===== src/rtl/scene_sequencer_pkg.sv =====
// Shared types, scene ROM and speed-to-step helper for the wirecube scene sequencer.
// Attribute encodings here are the contract with the line/fill datapath.
package scene_sequencer_pkg;

  localparam int DEF_PHASE_BITS = 8;

  typedef enum logic [1:0] {AS_SLOW, AS_NORM, AS_FAST, AS_STOP} animation_speed_t;
  typedef enum logic {A_ROTATE, A_BOUNCE} animation_t;
  typedef enum logic {T_NORMAL, T_THICK} thickness_t;
  typedef enum logic {SZ_NORMAL, SZ_SMALL} size_t;
  typedef enum logic [1:0] {BG_COLOR0, BG_COLOR1, BG_STRIPES, BG_SPECIAL} fill_type_t;

  typedef struct packed {
    animation_speed_t speed;
    animation_t       anim;
    thickness_t       thick;
    size_t            size;
    fill_type_t       fill;
  } scene_attr_t;

  function automatic scene_attr_t scene_rom(input logic [1:0] idx);
    scene_attr_t a;
    a = '{AS_NORM, A_ROTATE, T_NORMAL, SZ_NORMAL, BG_COLOR0};
    case (idx)
      2'd0: a = '{AS_NORM, A_ROTATE, T_NORMAL, SZ_NORMAL, BG_COLOR0};
      2'd1: a = '{AS_FAST, A_BOUNCE, T_THICK,  SZ_NORMAL, BG_STRIPES};
      2'd2: a = '{AS_SLOW, A_ROTATE, T_NORMAL, SZ_SMALL,  BG_COLOR1};
      2'd3: a = '{AS_NORM, A_BOUNCE, T_THICK,  SZ_SMALL,  BG_SPECIAL};
      default: ;
    endcase
    return a;
  endfunction

  // Slow speed moves only on odd-parity frames, giving half rate.
  function automatic logic [1:0] step_of(input animation_speed_t speed, input logic parity);
    logic [1:0] s;
    s = 2'd0;
    case (speed)
      AS_SLOW: s = {1'b0, parity};
      AS_NORM: s = 2'd1;
      AS_FAST: s = 2'd2;
      default: s = 2'd0;
    endcase
    return s;
  endfunction

endpackage


===== src/rtl/scene_sequencer_phase_stepper.sv =====
// Combinational next-phase / next-direction for rotate (wrapping) and bounce (clamping).
module scene_sequencer_phase_stepper
  import scene_sequencer_pkg::*;
#(
  parameter int PHASE_BITS = DEF_PHASE_BITS
) (
  input  logic [PHASE_BITS-1:0] i_phase,
  input  logic                  i_dir_down,
  input  logic [1:0]            i_step,
  input  animation_t            i_anim,
  output logic [PHASE_BITS-1:0] o_phase,
  output logic                  o_dir_down
);

  localparam logic [PHASE_BITS-1:0] PHASE_MAX = '1;

  logic [PHASE_BITS:0]   w_sum;
  logic [PHASE_BITS-1:0] w_step_ext;

  assign w_step_ext = {{(PHASE_BITS-2){1'b0}}, i_step};
  // One extra bit so the bounce ceiling test sees the carry.
  assign w_sum      = {1'b0, i_phase} + {1'b0, w_step_ext};

  always_comb begin
    // NOTE: defaults come first so every path assigns every output and no latch is inferred.
    o_phase    = i_phase;
    o_dir_down = i_dir_down;
    if (i_anim == A_ROTATE) begin
      o_phase = w_sum[PHASE_BITS-1:0];
    end else if (!i_dir_down) begin
      if (w_sum >= {1'b0, PHASE_MAX}) begin
        o_phase    = PHASE_MAX;
        o_dir_down = 1'b1;
      end else begin
        o_phase = w_sum[PHASE_BITS-1:0];
      end
    end else if (i_step != 2'd0) begin
      if (i_phase <= w_step_ext) begin
        o_phase    = '0;
        o_dir_down = 1'b0;
      end else begin
        o_phase = i_phase - w_step_ext;
      end
    end
  end

endmodule


===== src/rtl/scene_sequencer.sv =====
// Frame-rate controller: steps the animation phase, autoplays scenes and applies
// host overrides, with every attribute change landing on a frame_start_i edge.
module scene_sequencer
  import scene_sequencer_pkg::*;
#(
  parameter int PHASE_BITS   = DEF_PHASE_BITS,
  parameter int SCENE_FRAMES = 256,
  parameter int NUM_SCENES   = 4
) (
  input  logic                          clk,
  input  logic                          rst_n,
  input  logic                          frame_start_i,
  input  logic                          cfg_valid_i,
  output logic                          cfg_ready_o,
  input  animation_speed_t              cfg_speed_i,
  input  animation_t                    cfg_anim_i,
  input  thickness_t                    cfg_thick_i,
  input  size_t                         cfg_size_i,
  input  fill_type_t                    cfg_fill_i,
  input  logic                          cfg_hold_i,
  output logic [PHASE_BITS-1:0]         phase_o,
  output animation_speed_t              speed_o,
  output animation_t                    anim_o,
  output thickness_t                    thick_o,
  output size_t                         size_o,
  output fill_type_t                    fill_o,
  output logic [$clog2(NUM_SCENES)-1:0] scene_o,
  output logic                          update_o
);

  localparam int                SCENE_W    = $clog2(NUM_SCENES);
  localparam int                TIMER_W    = $clog2(SCENE_FRAMES);
  localparam logic [TIMER_W-1:0] TIMER_LAST = TIMER_W'(SCENE_FRAMES - 1);

  logic [PHASE_BITS-1:0] r_phase;
  logic                  r_dir_down;
  logic [SCENE_W-1:0]    r_scene;
  scene_attr_t           r_attr;
  logic [TIMER_W-1:0]    r_timer;
  logic                  r_parity;
  logic                  r_hold;
  logic                  r_pending;
  scene_attr_t           r_pend_attr;
  logic                  r_pend_hold;
  logic                  r_update;

  logic [1:0]            w_step;
  logic [PHASE_BITS-1:0] w_phase_next;
  logic                  w_dir_next;
  logic [SCENE_W-1:0]    w_scene_next;
  logic                  w_xfer;

  assign w_step       = step_of(r_attr.speed, r_parity);
  assign w_scene_next = r_scene + 1'b1;
  assign w_xfer       = cfg_valid_i && !r_pending;

  scene_sequencer_phase_stepper #(.PHASE_BITS(PHASE_BITS)) u_stepper (
    .i_phase    (r_phase),
    .i_dir_down (r_dir_down),
    .i_step     (w_step),
    .i_anim     (r_attr.anim),
    .o_phase    (w_phase_next),
    .o_dir_down (w_dir_next)
  );

  // NOTE: non-blocking assignments so every register reads pre-edge values of its peers.
  always_ff @(posedge clk or negedge rst_n) begin
    if (!rst_n) begin
      r_phase     <= '0;
      r_dir_down  <= 1'b0;
      r_scene     <= '0;
      r_attr      <= scene_rom(2'd0);
      r_timer     <= '0;
      r_parity    <= 1'b0;
      r_hold      <= 1'b0;
      r_pending   <= 1'b0;
      r_pend_attr <= scene_rom(2'd0);
      r_pend_hold <= 1'b0;
      r_update    <= 1'b0;
    end else begin
      r_update <= frame_start_i;

      if (w_xfer) begin
        r_pend_attr <= '{cfg_speed_i, cfg_anim_i, cfg_thick_i, cfg_size_i, cfg_fill_i};
        r_pend_hold <= cfg_hold_i;
      end

      // A config captured on a frame edge waits for the following frame.
      if (frame_start_i && r_pending) r_pending <= 1'b0;
      else if (w_xfer)                r_pending <= 1'b1;

      if (frame_start_i) begin
        r_parity <= ~r_parity;
        if (r_pending) begin
          r_attr     <= r_pend_attr;
          r_hold     <= r_pend_hold;
          r_timer    <= '0;
          r_phase    <= w_phase_next;
          r_dir_down <= (r_pend_attr.anim == A_ROTATE) ? 1'b0 : w_dir_next;
        end else if (!r_hold && (r_timer == TIMER_LAST)) begin
          r_timer    <= '0;
          r_scene    <= w_scene_next;
          r_attr     <= scene_rom(2'(w_scene_next));
          r_phase    <= '0;
          r_dir_down <= 1'b0;
        end else begin
          r_phase    <= w_phase_next;
          r_dir_down <= w_dir_next;
          if (!r_hold) r_timer <= r_timer + 1'b1;
        end
      end
    end
  end

  assign cfg_ready_o = !r_pending;
  assign phase_o     = r_phase;
  assign speed_o     = r_attr.speed;
  assign anim_o      = r_attr.anim;
  assign thick_o     = r_attr.thick;
  assign size_o      = r_attr.size;
  assign fill_o      = r_attr.fill;
  assign scene_o     = r_scene;
  assign update_o    = r_update;

endmodule


===== config.mk =====
export PLATFORM = sky130hd
export DESIGN_NAME = scene_sequencer
export DESIGN_NICKNAME = d
export VERILOG_FILES = /design/src/rtl/scene_sequencer_pkg.sv /design/src/rtl/scene_sequencer_phase_stepper.sv /design/src/rtl/scene_sequencer.sv
export SDC_FILE = /design/constraint.sdc
export NUM_CORES = 1
export LEC_CHECK = 0
export CORE_MARGIN = 5
export CORE_UTILIZATION = 30
export DETAILED_ROUTE_END_ITERATION = 12
export GPL_TIMING_DRIVEN = 1
export PLACE_DENSITY = 0.55
export SLEW_MARGIN = 20
export SYNTH_ARGS = -nofsm -noshare
export SYNTH_HDL_FRONTEND = slang
export SYNTH_SLANG_ARGS = --single-unit

===== constraint.sdc =====
create_clock -name clk -period 2.4 [get_ports clk]
set_input_delay 0.48 -clock clk [delete_from_list [all_inputs] [get_ports clk]]
set_output_delay 0.48 -clock clk [all_outputs]
set_load 0.02 [all_outputs]

# After elaboration in Yosys (flattened, before gate mapping)
# Cells that the tools add are included.
# word_totals
out_inout_bits	19
regBits	38
mem_count	0
rom_bits	0
inputBits	12
latch_bits	0
mem_bits_rw	0
# op_classes
eq_ne	7
div_mod_pow	0
magnitude_cmp	2
muxes	24
bitwise_logic	2
multipliers	0
add_sub_neg	4
shift	0
reduce_logical	14
# op_table
operator	n
$mux W8	10
$pmux W7 S4	1
$mux W7	2
$mux W1	10
$add A8 B2 Y9	1
$ge A9 B8 Y1 const B	1
$add A8 B1 Y8 const B	1
$eq A8 B8 Y1 const B	1
$le A8 B2 Y1	1
$sub A8 B2 Y8	1
$eq A2 B2 Y1 const B	3
$pmux W2 S3	1
$reduce_and A2 Y1	3
$reduce_bool A2 Y1	3
$eq A2 B1 Y1 const B	2
$logic_not A2 Y1	2
$logic_and A1 B1 Y1	3
$ne A3 B1 Y1 const B	1
$reduce_and A3 Y1	1
$add A2 B1 Y2 const B	1
$logic_not A1 Y1	2
$not A1 Y1	2

# Longest topological paths before layout
# Gate-level depths: netlist of the first run.
# logic_depth
depth_word	9
ltp_mapped	10
depth_no_buf	10

# Hierarchy
# Synthesis of the first run repeated with hierarchy kept, for this count alone.
# hier_totals
cells_unflattened	236
hier_area_um2	2319.7
# modules_own_cells
mod	cells_each	instances	area_per_inst_um2	seq_area_each_um2
scene_sequencer	145	1	1686.6	953.4
scene_sequencer_phase_stepper	91	1	633.1	0.0

# Worst setup path before layout of the first run
# Ideal clock, no wire load.
# synth_path
kind	register to register
startpoint	register r_attr (netlist bit speed_o[0])
endpoint	register r_phase[5] (netlist: phase_o[5])
required_time_ps	2274
setup_ps	126
path_buffers	0
slack_ps	-154
stages_incl_launch_ff	11
t_arrival_ps	2428
path_cell_list	dfstp_2 > nor2_1 > nor2_1 > ha_1 > inv_1 > fa_1 > a2111oi_4 > nand2_2 > o21ai_2 > a21oi_1 > a221o_1
# synth_via
elab_chain_cells	9
elab_cells_between_ends	16
classes_between	2 x add/sub; 2 x order compare; 2 x eq/ne; 8 x mux; 2 x reduce/logical
# synth_rtl
element	line_no	source
start: declaration	scene_sequencer.sv:38	scene_attr_t r_attr;
start signal: assignment	scene_sequencer.sv:72	r_attr <= scene_rom(2'd0);
start signal: assignment	scene_sequencer.sv:95	r_attr <= r_pend_attr;
start signal: assignment	scene_sequencer.sv:103	r_attr <= scene_rom(2'(w_scene_next));
$eq A2 B2 Y1 (tied with other cells)	scene_sequencer_pkg.sv:38	case (speed)
$pmux W2 S3 (*)	scene_sequencer_pkg.sv:38	
$add A8 B2 Y9 (tied with other cells)	scene_sequencer_phase_stepper.sv:22	assign w_sum = {1'b0, i_phase} + {1'b0, w_step_ext};
$ge A9 B8 Y1 or $mux W8 (tied branches)	scene_sequencer_phase_stepper.sv:31, scene_sequencer_phase_stepper.sv:38	
$mux W8, on equally long branches	scene_sequencer_phase_stepper.sv:31, scene_sequencer_phase_stepper.sv:37	
$mux W8	scene_sequencer_phase_stepper.sv:30	end else if (!i_dir_down) begin
$mux W8 (*)	scene_sequencer_phase_stepper.sv:28	if (i_anim == A_ROTATE) begin
$mux W8	scene_sequencer.sv:100	end else if (!r_hold && (r_timer == TIMER_LAST)) begin
$mux W8 (*)	scene_sequencer.sv:94	if (r_pending) begin
end signal: assignment	scene_sequencer.sv:98	r_phase <= w_phase_next;
end signal: assignment	scene_sequencer.sv:107	r_phase <= w_phase_next;
end: declaration	scene_sequencer.sv:35	logic [PHASE_BITS-1:0] r_phase;
# Every way passes the cells marked *; elsewhere a longest branch is shown, timed or not.
# A chain may end at the register's enable or synchronous reset.

# Worst setup path in the final report of the first run
# layout_path
startpoint	register r_attr (netlist bit speed_o[0])
endpoint	register r_phase[3] (netlist: phase_o[3])
# The elaborated chain is that of the path after synthesis.

==> qor.yml, run 1 <==
status:
  status: "finished with violations"
  violations: "negative setup slack"
setup_path:
  cp_max_fo: 4
  critPathCaptureType: "register"
  slowest_delay_ns: 0.55
  r2r.worst_path.cells: 11
  r2r_start: "speed_o[0]"
  startpoint_type: "register"
  crit_slowest_cell: "dfstp_2"
  regToRegSetupSlack_ns: -0.13
  worstPathCellList: "nor2_2 > nor2_2 > ha_2 > inv_2 > fa_2 > a2111oi_4 > buf_4 > o211ai_1 > nand3_1 > nand2_1 > a32o_1"
  crit_type: "register to register"
  startpoint: "speed_o[0]"
  worstPathRequired_ns: 2.59
  crit_arrival_ns: 2.71
  path_common_cell: "nor2_2"
timing:
  finalSetupTns_ns: -0.4133
  worst_clock_skew_ns: 0.01011
  max_freq_ghz: 0.3959
  layout_min_cycle_time_ns: 2.526
  finalHoldViolations: 0
  slew_viol_final: 0
  setup_viol: 7
  tightest_slew_ns: 0.5815
  fin_crit_sh_pct: 105.2
  max_slew_margin_pct: 61.24
  grt_setup_unrepaired: "true"
  setup_slack_ns: -0.1256
clock_network:
  cts_buffer_depth: 2
  cts_max_level: 2
  clkTransAtPathRegs_ns: 0.09
  cts_hold_buf: 0
  clk_latency_ns: 0.29
  cts_tree: "done"
  cts.sinks: 38
  clockRootBuffer: "clkbuf_8"
  cts_inserted_buffers: 5
power:
  vdd_drop_max_mv: 0.3548
  total_power_mw: 3.510
  powerDensity_nw_per_um2: 1104
  leakagePower_nw: 1.331
detailed_routing:
  ant_nets: 0
  drt_iter0_markers: 74
  num_vias: 2136
  drt-total-wl_mm: 6.400
  drcViolationCount: 0
  avgRoutedWirePerCell_um: 15.38
  drtPass1Iterations: 4
  vias_per_cell: 5.135
yosys:
  async_flop_share_pct: 100.0
  ys_ff_latch: 38
  synthFlopType: "dfrtp_1"
  yosysWarningCount: 0
  synth_area_leader_cell: "dfrtp_1"
  yosys.area.top_type_share_pct: 39.11
  synth_area_um2: 2303
  synth_cell_types: 54
  synthTopCellsByArea: "dfrtp_1 39%, mux2_2 4.4%, o21ai_0 4.3%"
  ys_top_cells_by_count: "36 x dfrtp_1, 23 x nand2_1, 20 x o21ai_0, 19 x a21oi_1, 16 x nor2_1"
  synth.most_common_cell: "dfrtp_1"
  syn_inst: 251
  syn-num-nets: 271
  synth_edf_count: 0
  avgSynthCellArea_um2: 9.177
  yosysSeqAreaShare_pct: 41.39
min_path:
  hp-class: "primary input to asynchronous set/reset pin"
place:
  hpwl_mm: 4.657
  io_buffers: 30
  gp_congestion: 0.8452
grt:
  grt_pass1_vias: 2198
  grt_max_degree: 27
  grt_overflow_total: 0
  antenna_found_initial: 0
  grt_use_total_pct: 13.52
  grt_pass1_wl_mm: 10.58
job:
  maxCapViolCount: 0
cells_and_area:
  area_delta_synth_final_pct: 38.08
  fin_util_pct: 41.81
  nets: 333
  layout-drive-gt1-share_pct: 26.43
  num_antenna_cells: 0
floorplanning:
  design.core.area_um2: 7607
  fp-row-count: 32
  initial_core_util_pct: 30.28
  die_w_um: 97.63
  dieArea_um2: 9531
  io_pins: 31
  die_h_um: 97.63
-- placed cells by master (no fill, tap or decap), drive strengths merged, types with 3 or more instances in the layout --
master	count
clkbuf	7
a21o	5
buf	37
a31oi	3
or2	3
xor2	4
o21a	3
o21ai	23
nand4	4
ha	6
nor2	16
and3	3
nand2	24
clkdlybuf4s50	29
nor3	11
nor2b	4
dfrtp	36
a21oi	19
inv	11
mux2	9
xnor2	4
nand3	7
or3	4
o2111ai	3
-- cell families after synthesis --
kind of cell	Yosys count	share of synthesized area, %
and+or+nand+nor	84	17.87
AOI/OAI and AO/OA	80	23.79
DFF	38	41.39
buffers and inverters	23	4.074
muxes	10	4.834
xor gates and xnor gates	8	3.042
adders and majority gates	8	4.997
-- report_power, final --
| part | switching [mW] | internal, mW | total, mW | leakage [nW] |
|---|---|---|---|---|
| sequential | 0.163 | 0.807 | 0.970 | 0.471 |
| clock | 0.237 | 0.339 | 0.576 | 0.0585 |
| combinational | 1.05 | 0.916 | 1.96 | 0.801 |
| total | 1.45 | 2.06 | 3.51 | 1.33 |
-- worst paths after layout --
kind / end
worst min-delay path: anim_o
worst max register to register: phase_o[3]
min in group clk: r_hold
worst min register to register: r_hold
max in group asynchronous: r_pend_attr[0]
worst max-delay path: phase_o[3]
-- routing by layer --
layer	GRT usage, %	wire (um)	up-vias
met1	16.68	2776	1022
met4	3.621	112	0
met2	23.51	3187	58
met5	0	0	-
met3	3.230	324	13
li1	-	-	1043
-- through the flow --
stage               instance area (um^2)  hold slack, ns  setup slack (ns)  instances
floorplan                           2312          0.1844           -0.1163        251
global placement                    2934          0.4911           -0.1182        405
detailed placement                  2934          0.4973           -0.1149        405
CTS                                 3090          0.2066          -0.07588        415
global route                        3181          0.2310           -0.2456        416
finish                              3181          0.1845           -0.1256        416
-- worst max-delay path: cells and delay by family, from the launching register on --
family	cells	cell delay, ns
AOI/OAI and AO/OA	3	0.74
adders and majority gates	2	0.59
DFF	1	0.55
and+or+nand+nor	4	0.31
buffers and inverters	2	0.22
-- final cells by class --
cell class	count	area, um^2
clock buffer	7	86.33
clock inverter	1	30.03
fill	775	4427
inverter	12	45.04
multi-input combinational	190	1369
sequential	38	953.4
tap	102	127.6
timing repair buffer	66	569.3
-- sequential cells by signal, indices dropped and copies added (netlist names), 2 cells and up --
register / flops
speed_o: 2
r_timer: 8
fill_o: 2
r_pend_attr: 7
scene_o: 2
phase_o: 8
-- repair_timing --
action                     CTS  global route
setup buffers                2             1
setup endpoints to repair    8             9
gates cloned                 0             0
pin swaps                    6            13
gates resized for setup      9            18
(Power assumes the default switching activity.)
==> inputs of run 2 (changes only) <==
--- a/config.mk
+++ b/config.mk
@@ -7,9 +7,11 @@
 export LEC_CHECK = 0
 export CORE_MARGIN = 5
 export CORE_UTILIZATION = 30
+export CTS_BUF_LIST = sky130_fd_sc_hd__clkbuf_4 sky130_fd_sc_hd__clkbuf_8 sky130_fd_sc_hd__clkbuf_16
+export CTS_CLUSTER_SIZE = 40
 export DETAILED_ROUTE_END_ITERATION = 12
 export GPL_TIMING_DRIVEN = 1
-export PLACE_DENSITY = 0.55
+export PLACE_DENSITY = 0.53
 export SLEW_MARGIN = 20
 export SYNTH_ARGS = -nofsm -noshare
 export SYNTH_HDL_FRONTEND = slang
==> constraint.sdc (replaced) <==
create_clock -name clk -period 2.6 [get_ports clk]
set_input_delay 0.52 -clock clk [delete_from_list [all_inputs] [get_ports clk]]
set_output_delay 0.52 -clock clk [all_outputs]
set_load 0.02 [all_outputs]
==> run 2 against run 1 <==
Effect of this change:
- the run now ends clean
- register-to-register slack better by 0.27 ns
- sequential cell count unchanged
- count of clock-buffer cells in the layout down 2
- global-route usage shrank 0.090 points
- combinational power decreased by 17%
- routed wire length decreased by 3.4%
- largest power group unchanged
- die area did not move
- clock skew decreased by 0.0020 ns
- sequential power down 3.7%
- sequential share of layout area is 0.99 points higher
==> qor.yml, run 2 (same netlist as run 1, synthesis figures left out) <==
grt:
  grt_overflow_total: 0  # unchanged
  grt_pass1_wl_mm: 10.60  # +0.13%
  busiest_layer: "met2"
  grtUsageMet1_pct: 17.79  # +1.1 points
  antenna_found_initial: 0  # unchanged
  grt_max_degree: 25  # -7.4%
  grt_pass1_vias: 2140  # -2.6%
  met3_usage_pct: 3.446  # +0.22 points
  grtUsageMet2_pct: 21.03  # -2.5 points
  grt_use_total_pct: 13.43  # -0.090 points
clock_network:
  cts_buffer_depth: 2  # unchanged
  cts_max_level: 2  # unchanged
  clkTransAtPathRegs_ns: 0.09  # about the same
  cts_tree: "done"
  cts_hold_buf: 0  # unchanged
  clk_latency_ns: 0.30  # about the same
  cts.sinks: 38  # unchanged
  clockRootBuffer: "clkbuf_8"
  cts_inserted_buffers: 5  # unchanged
detailed_routing:
  drt_iter0_markers: 77  # +4.1%
  ant_nets: 0  # unchanged
  drtPass1Iterations: 4  # unchanged
  drcViolationCount: 0  # unchanged
  vias_per_cell: 5.121  # -0.27%
  num_vias: 2079  # -2.7%
  avgRoutedWirePerCell_um: 15.23  # -0.98%
  drt-total-wl_mm: 6.185  # -3.4%
cells_and_area:
  seqCellArea_um2: 953.4  # unchanged
  fin_area_um2: 3079  # -3.2%
  layout-drive-gt1-share_pct: 21.05  # -5.4 points
  layout_common_cells: "36 x dfrtp_1, 29 x clkdlybuf4s50_1, 26 x buf_4"
  num_antenna_cells: 0  # unchanged
  nets: 323  # -3.0%
  area_delta_synth_final_pct: 33.68
  fin_util_pct: 40.48  # -1.3 points
  multi_input_area_um2: 1325  # -3.2%
  final_common_cell: "dfrtp_1"
  nFillCells: 784  # +1.2%
status:
  status: "complete, no violations"
setup_path:
  worstPathRequired_ns: 2.79  # +0.20 ns
  crit_type: "register to register"
  critPathCaptureType: "register"
  regToRegSetupSlack_ns: 0.14  # +0.27 ns
  startpoint_type: "register"
  cp_max_fo: 5  # +1
  crit_arrival_ns: 2.65  # -0.06 ns
timing:
  whs_ns: 0.2126  # +0.02810 ns
  grt_setup_unrepaired: "true"
  finalHoldViolations: 0  # unchanged
  worst_clock_skew_ns: 0.008160  # -0.001953 ns
  finalSetupTns_ns: 0  # +0.4133 ns
  setup_viol: 0  # -7
  tightest_slew_ns: 0.5905  # +0.009084 ns
  max_slew_margin_pct: 60.63  # -0.61 points
  fin_crit_sh_pct: 94.63  # -11 points
  max_freq_ghz: 0.4065  # +2.7%
  layout_min_cycle_time_ns: 2.460  # -0.06528 ns
  slew_viol_final: 0  # unchanged
floorplanning:
  design.core.area_um2: 7607  # unchanged
  die_h_um: 97.63  # unchanged
  fp-row-count: 32  # unchanged
  dieArea_um2: 9531  # unchanged
  io_pins: 31  # unchanged
  initial_core_util_pct: 30.28  # unchanged
  die_w_um: 97.63  # unchanged
place:
  placed_cell_area_um2: 2865  # -2.3%
  gp_congestion: 0.8491  # +0.46%
  hpwl_mm: 4.498  # -3.4%
  io_buffers: 30  # unchanged
job:
  maxCapViolCount: 0  # unchanged
min_path:
  hp-class: "primary input to asynchronous set/reset pin"
power:
  total_power_mw: 3.183  # -9.3%
  vdd_drop_max_mv: 0.3454  # -2.6%
  powerDensity_nw_per_um2: 1034  # -6.3%
  leakagePower_nw: 1.281  # -3.8%
run 2: final timing paths:
| path | startpoint | to | depth (start not counted) |
|---|---|---|---|
| max | speed_o[0] | phase_o[5] | 10 |
| min | rst_n | phase_o[2] | 1 |
| max reg2reg | speed_o[0] | phase_o[5] | 10 |
| min reg2reg | r_pend_attr[3] | r_pend_attr[3] | 1 |
| max in group asynchronous | rst_n | speed_o[0] | 2 |
| min in group clk | r_pend_attr[3] | r_pend_attr[3] | 1 |
run 2: final cells by class:
class	instances	share of cell area, %
well taps	102	4.145
repair buffers	56	15.93
clock inverters	3	2.235
clock buffers	5	2.235
flip-flops and latches	38	30.96
inverters	12	1.463
multi-input cells	190	43.03
run 2: report_power, final:
part	switching [mW]	internal (mW)	total, mW
Combinational	0.869	0.756	1.63
Clock	0.239	0.385	0.623
Sequential	0.190	0.744	0.934
run 2: per-stage QoR:
step / instances / worst slack (ns)
after floorplan: 251 / 0.04619
after global placement: 397 / -0.004252
after detailed placement: 397 / -0.02705
after CTS: 405 / 0.01114
after global routing: 406 / -0.01208
final: 406 / 0.1397
run 2: worst max-delay path: stages (launching register included):
cell and delay (ns):
dfstp_2 0.56, nand2b_4 0.13, inv_1 0.06, fa_1 0.41
buf_4 0.15, nand2_1 0.05, nor2_1 0.04, a41o_1 0.23
a31oi_4 0.26, o21ai_0 0.12, a221o_1 0.32
run 2: repair_timing:
item | in CTS | in global routing
pin swaps | 7 | 7
resized for setup | 3 | 13
buffers inserted | 0 | 1
setup endpoints to repair | 4 | 8
run 2: per-layer routing:
metal	wire length (um)	share of wire (%)
met3	308	5.0
met4	102	1.6
met1	2861	46
met5	0	0
met2	2912	47
==> inputs of run 3 (changes only) <==
--- a/config.mk
+++ b/config.mk
@@ -8,10 +8,9 @@
 export CORE_MARGIN = 5
 export CORE_UTILIZATION = 30
 export CTS_BUF_LIST = sky130_fd_sc_hd__clkbuf_4 sky130_fd_sc_hd__clkbuf_8 sky130_fd_sc_hd__clkbuf_16
-export CTS_CLUSTER_SIZE = 40
 export DETAILED_ROUTE_END_ITERATION = 12
 export GPL_TIMING_DRIVEN = 1
-export PLACE_DENSITY = 0.53
+export PLACE_DENSITY = 0.59
 export SLEW_MARGIN = 20
 export SYNTH_ARGS = -nofsm -noshare
 export SYNTH_HDL_FRONTEND = slang
==> run 3 against run 2 <==
Effect of this change:
- sequential share of layout area is 1.4 points higher
- die area stayed put
- routed wire length is 2.1% lower
- cell count is 1.7% lower
- core utilization is 1.7 points lower
- first-iteration DRC count is 14% higher
- critical path depth is 1 lower
- largest cell class unchanged
- largest power group unchanged
==> qor.yml, run 3 (same netlist as run 1, synthesis figures left out) <==
status:
  status: "complete, no violations"
setup_path:
  cp.buffers_inverters: 2  # unchanged
  critPathCaptureType: "register"
  crit_slowest_cell: "dfstp_2"
  cp_max_fo: 4  # -1
  startpoint_type: "register"
  worstPathCellList: "nor2_2 > nor2_2 > ha_2 > inv_2 > fa_2 > a2111oi_4 > buf_4 > o31ai_1 > a32o_1"
  crit_arrival_ns: 2.72  # +0.07 ns
  worstPathRequired_ns: 2.78  # about the same
  path_common_cell: "nor2_2"
  crit_type: "register to register"
  crit_family: "compound AO/OA/AOI/OAI gates"
  slowest_delay_ns: 0.56  # about the same
power:
  p_clk_share_pct: 14.3  # -5.3 points
  leakagePower_nw: 1.225  # -4.4%
  p_int_mw: 1.644  # -13%
  vdd_drop_max_mv: 0.3892  # +13%
  power_frac_seq_pct: 32.5  # +3.1 points
  switching_share_pct: 42.79  # +2.0 points
  powerDensity_nw_per_um2: 974.7  # -5.7%
  power.switching_mw: 1.230  # -5.2%
  pwr-share-comb_pct: 53.2  # +2.1 points
timing:
  setup_viol: 0  # unchanged
  tightest_slew_ns: 0.8705  # +0.2799 ns
  grt_setup_unrepaired: "true"
  layout_min_cycle_time_ns: 2.538  # +0.07741 ns
  whs_ns: 0.3416  # +0.1290 ns
  finalSetupTns_ns: 0  # unchanged
  max_slew_margin_pct: 41.97  # -19 points
  slew_viol_final: 0  # unchanged
  fin_crit_sh_pct: 97.60  # +3.0 points
  worst_clock_skew_ns: 0.01158  # +0.003425 ns
  finalHoldViolations: 0  # unchanged
  max_freq_ghz: 0.3941  # -3.1%
cells_and_area:
  final_common_cell: "dfrtp_1"
  area_delta_synth_final_pct: 27.97
  layout-drive-gt1-share_pct: 19.19  # -1.9 points
  layout_common_cells: "36 x dfrtp_1, 29 x clkdlybuf4s50_1, 23 x nand2_1"
  num_antenna_cells: 0  # unchanged
  nets: 316  # -2.2%
  fin_area_um2: 2948  # -4.3%
  fin_util_pct: 38.75  # -1.7 points
clock_network:
  cts_hold_buf: 0  # unchanged
  clkTransAtPathRegs_ns: 0.08  # about the same
  cts_tree: "done"
  clockRootBuffer: "clkbuf_8"
  cts_inserted_buffers: 5  # unchanged
  cts.sinks: 38  # unchanged
  clk_latency_ns: 0.29  # about the same
  cts_max_level: 2  # unchanged
  cts_buffer_depth: 2  # unchanged
floorplanning:
  initial_core_util_pct: 30.28  # unchanged
  die_h_um: 97.63  # unchanged
  dieArea_um2: 9531  # unchanged
  io_pins: 31  # unchanged
  design.core.area_um2: 7607  # unchanged
  fp-row-count: 32  # unchanged
  die_w_um: 97.63  # unchanged
grt:
  grt_overflow_total: 0  # unchanged
  antenna_found_initial: 0  # unchanged
  grt_max_degree: 39  # +56%
  grt_use_total_pct: 12.92  # -0.51 points
  grt_pass1_wl_mm: 10.25  # -3.3%
  grt_pass1_vias: 2150  # +0.47%
detailed_routing:
  drtPass1Iterations: 4  # unchanged
  drt_iter0_markers: 88  # +14%
  avgRoutedWirePerCell_um: 15.17  # -0.42%
  drcViolationCount: 0  # unchanged
  ant_nets: 0  # unchanged
  num_vias: 2084  # +0.24%
  vias_per_cell: 5.223  # +2.0%
  drt-total-wl_mm: 6.053  # -2.1%
job:
  maxCapViolCount: 0  # unchanged
place:
  io_buffers: 30  # unchanged
  placed_cell_area_um2: 2805  # -2.1%
  gp_congestion: 0.9216  # +8.5%
  hpwl_mm: 4.316  # -4.1%
min_path:
  hp-class: "primary input to asynchronous set/reset pin"
-- run 3: area by class of cell --
type / instances / area [um^2]
Inverter: 12 / 45.04
Fill cell: 771 / 4659
Timing Repair Buffer: 49 / 437.9
Sequential cell: 38 / 953.4
Tap cell: 102 / 127.6
Clock buffer: 6 / 76.32
Multi-Input combinational cell: 190 / 1297
Clock inverter: 2 / 10.01
-- run 3: worst reg2reg max path: cells and delay by family, from the launching register on --
kind	cells	cell delay, ns
simple gates	2	0.18
flops	1	0.56
fa+ha+maj	2	0.61
buf+inv	2	0.26
compound gates	3	0.83
-- run 3: power by group through the flow --
stage	Clock [mW]	Combinational, mW	Sequential (mW)
after CTS	0.433	1.44	0.925
after global routing	0.455	1.69	0.965
final	0.411	1.53	0.934
after detailed placement	0	1.43	0.935
after global placement	0	1.43	0.938
after floorplan	0	0.858	0.992
-- run 3: through the flow --
stage	total power, mW	instances	setup slack [ns]
4_1_cts	2.797	397	0.009917
3_3_place_gp	2.363	389	0.07518
3_5_place_dp	2.365	389	0.02652
2_1_floorplan	1.851	251	0.04619
6_report	2.873	399	0.06228
5_1_grt	3.106	399	-0.05937
-- run 3: repair_timing --
action,in CTS,in global routing
setup endpoints to repair,0,8
resized for setup,0,14
buffers inserted,0,2
-- run 3: path summary, 6_finish.rpt --
path	startpoint	to	slack, ns	depth (start not counted)
worst max-delay path	speed_o[0]	phase_o[3]	0.06	9
worst min register to register	r_pend_attr[6]	r_pend_attr[6]	0.51	1
worst max register to register	speed_o[0]	phase_o[3]	0.06	9
max in group asynchronous	rst_n	size_o	1.70	1
worst min-delay path	rst_n	phase_o[5]	0.34	1
min in group clk	r_pend_attr[6]	r_pend_attr[6]	0.51	1
-- run 3: layer usage --
metal / vias up / track usage (%) / routed length [um]
li1: 1011 / - / -
met1: 1013 / 16.73 / 2806
met2: 52 / 21.14 / 2908
met3: 8 / 3.302 / 265
met4: 0 / 3.940 / 72
met5: - / 0 / 0
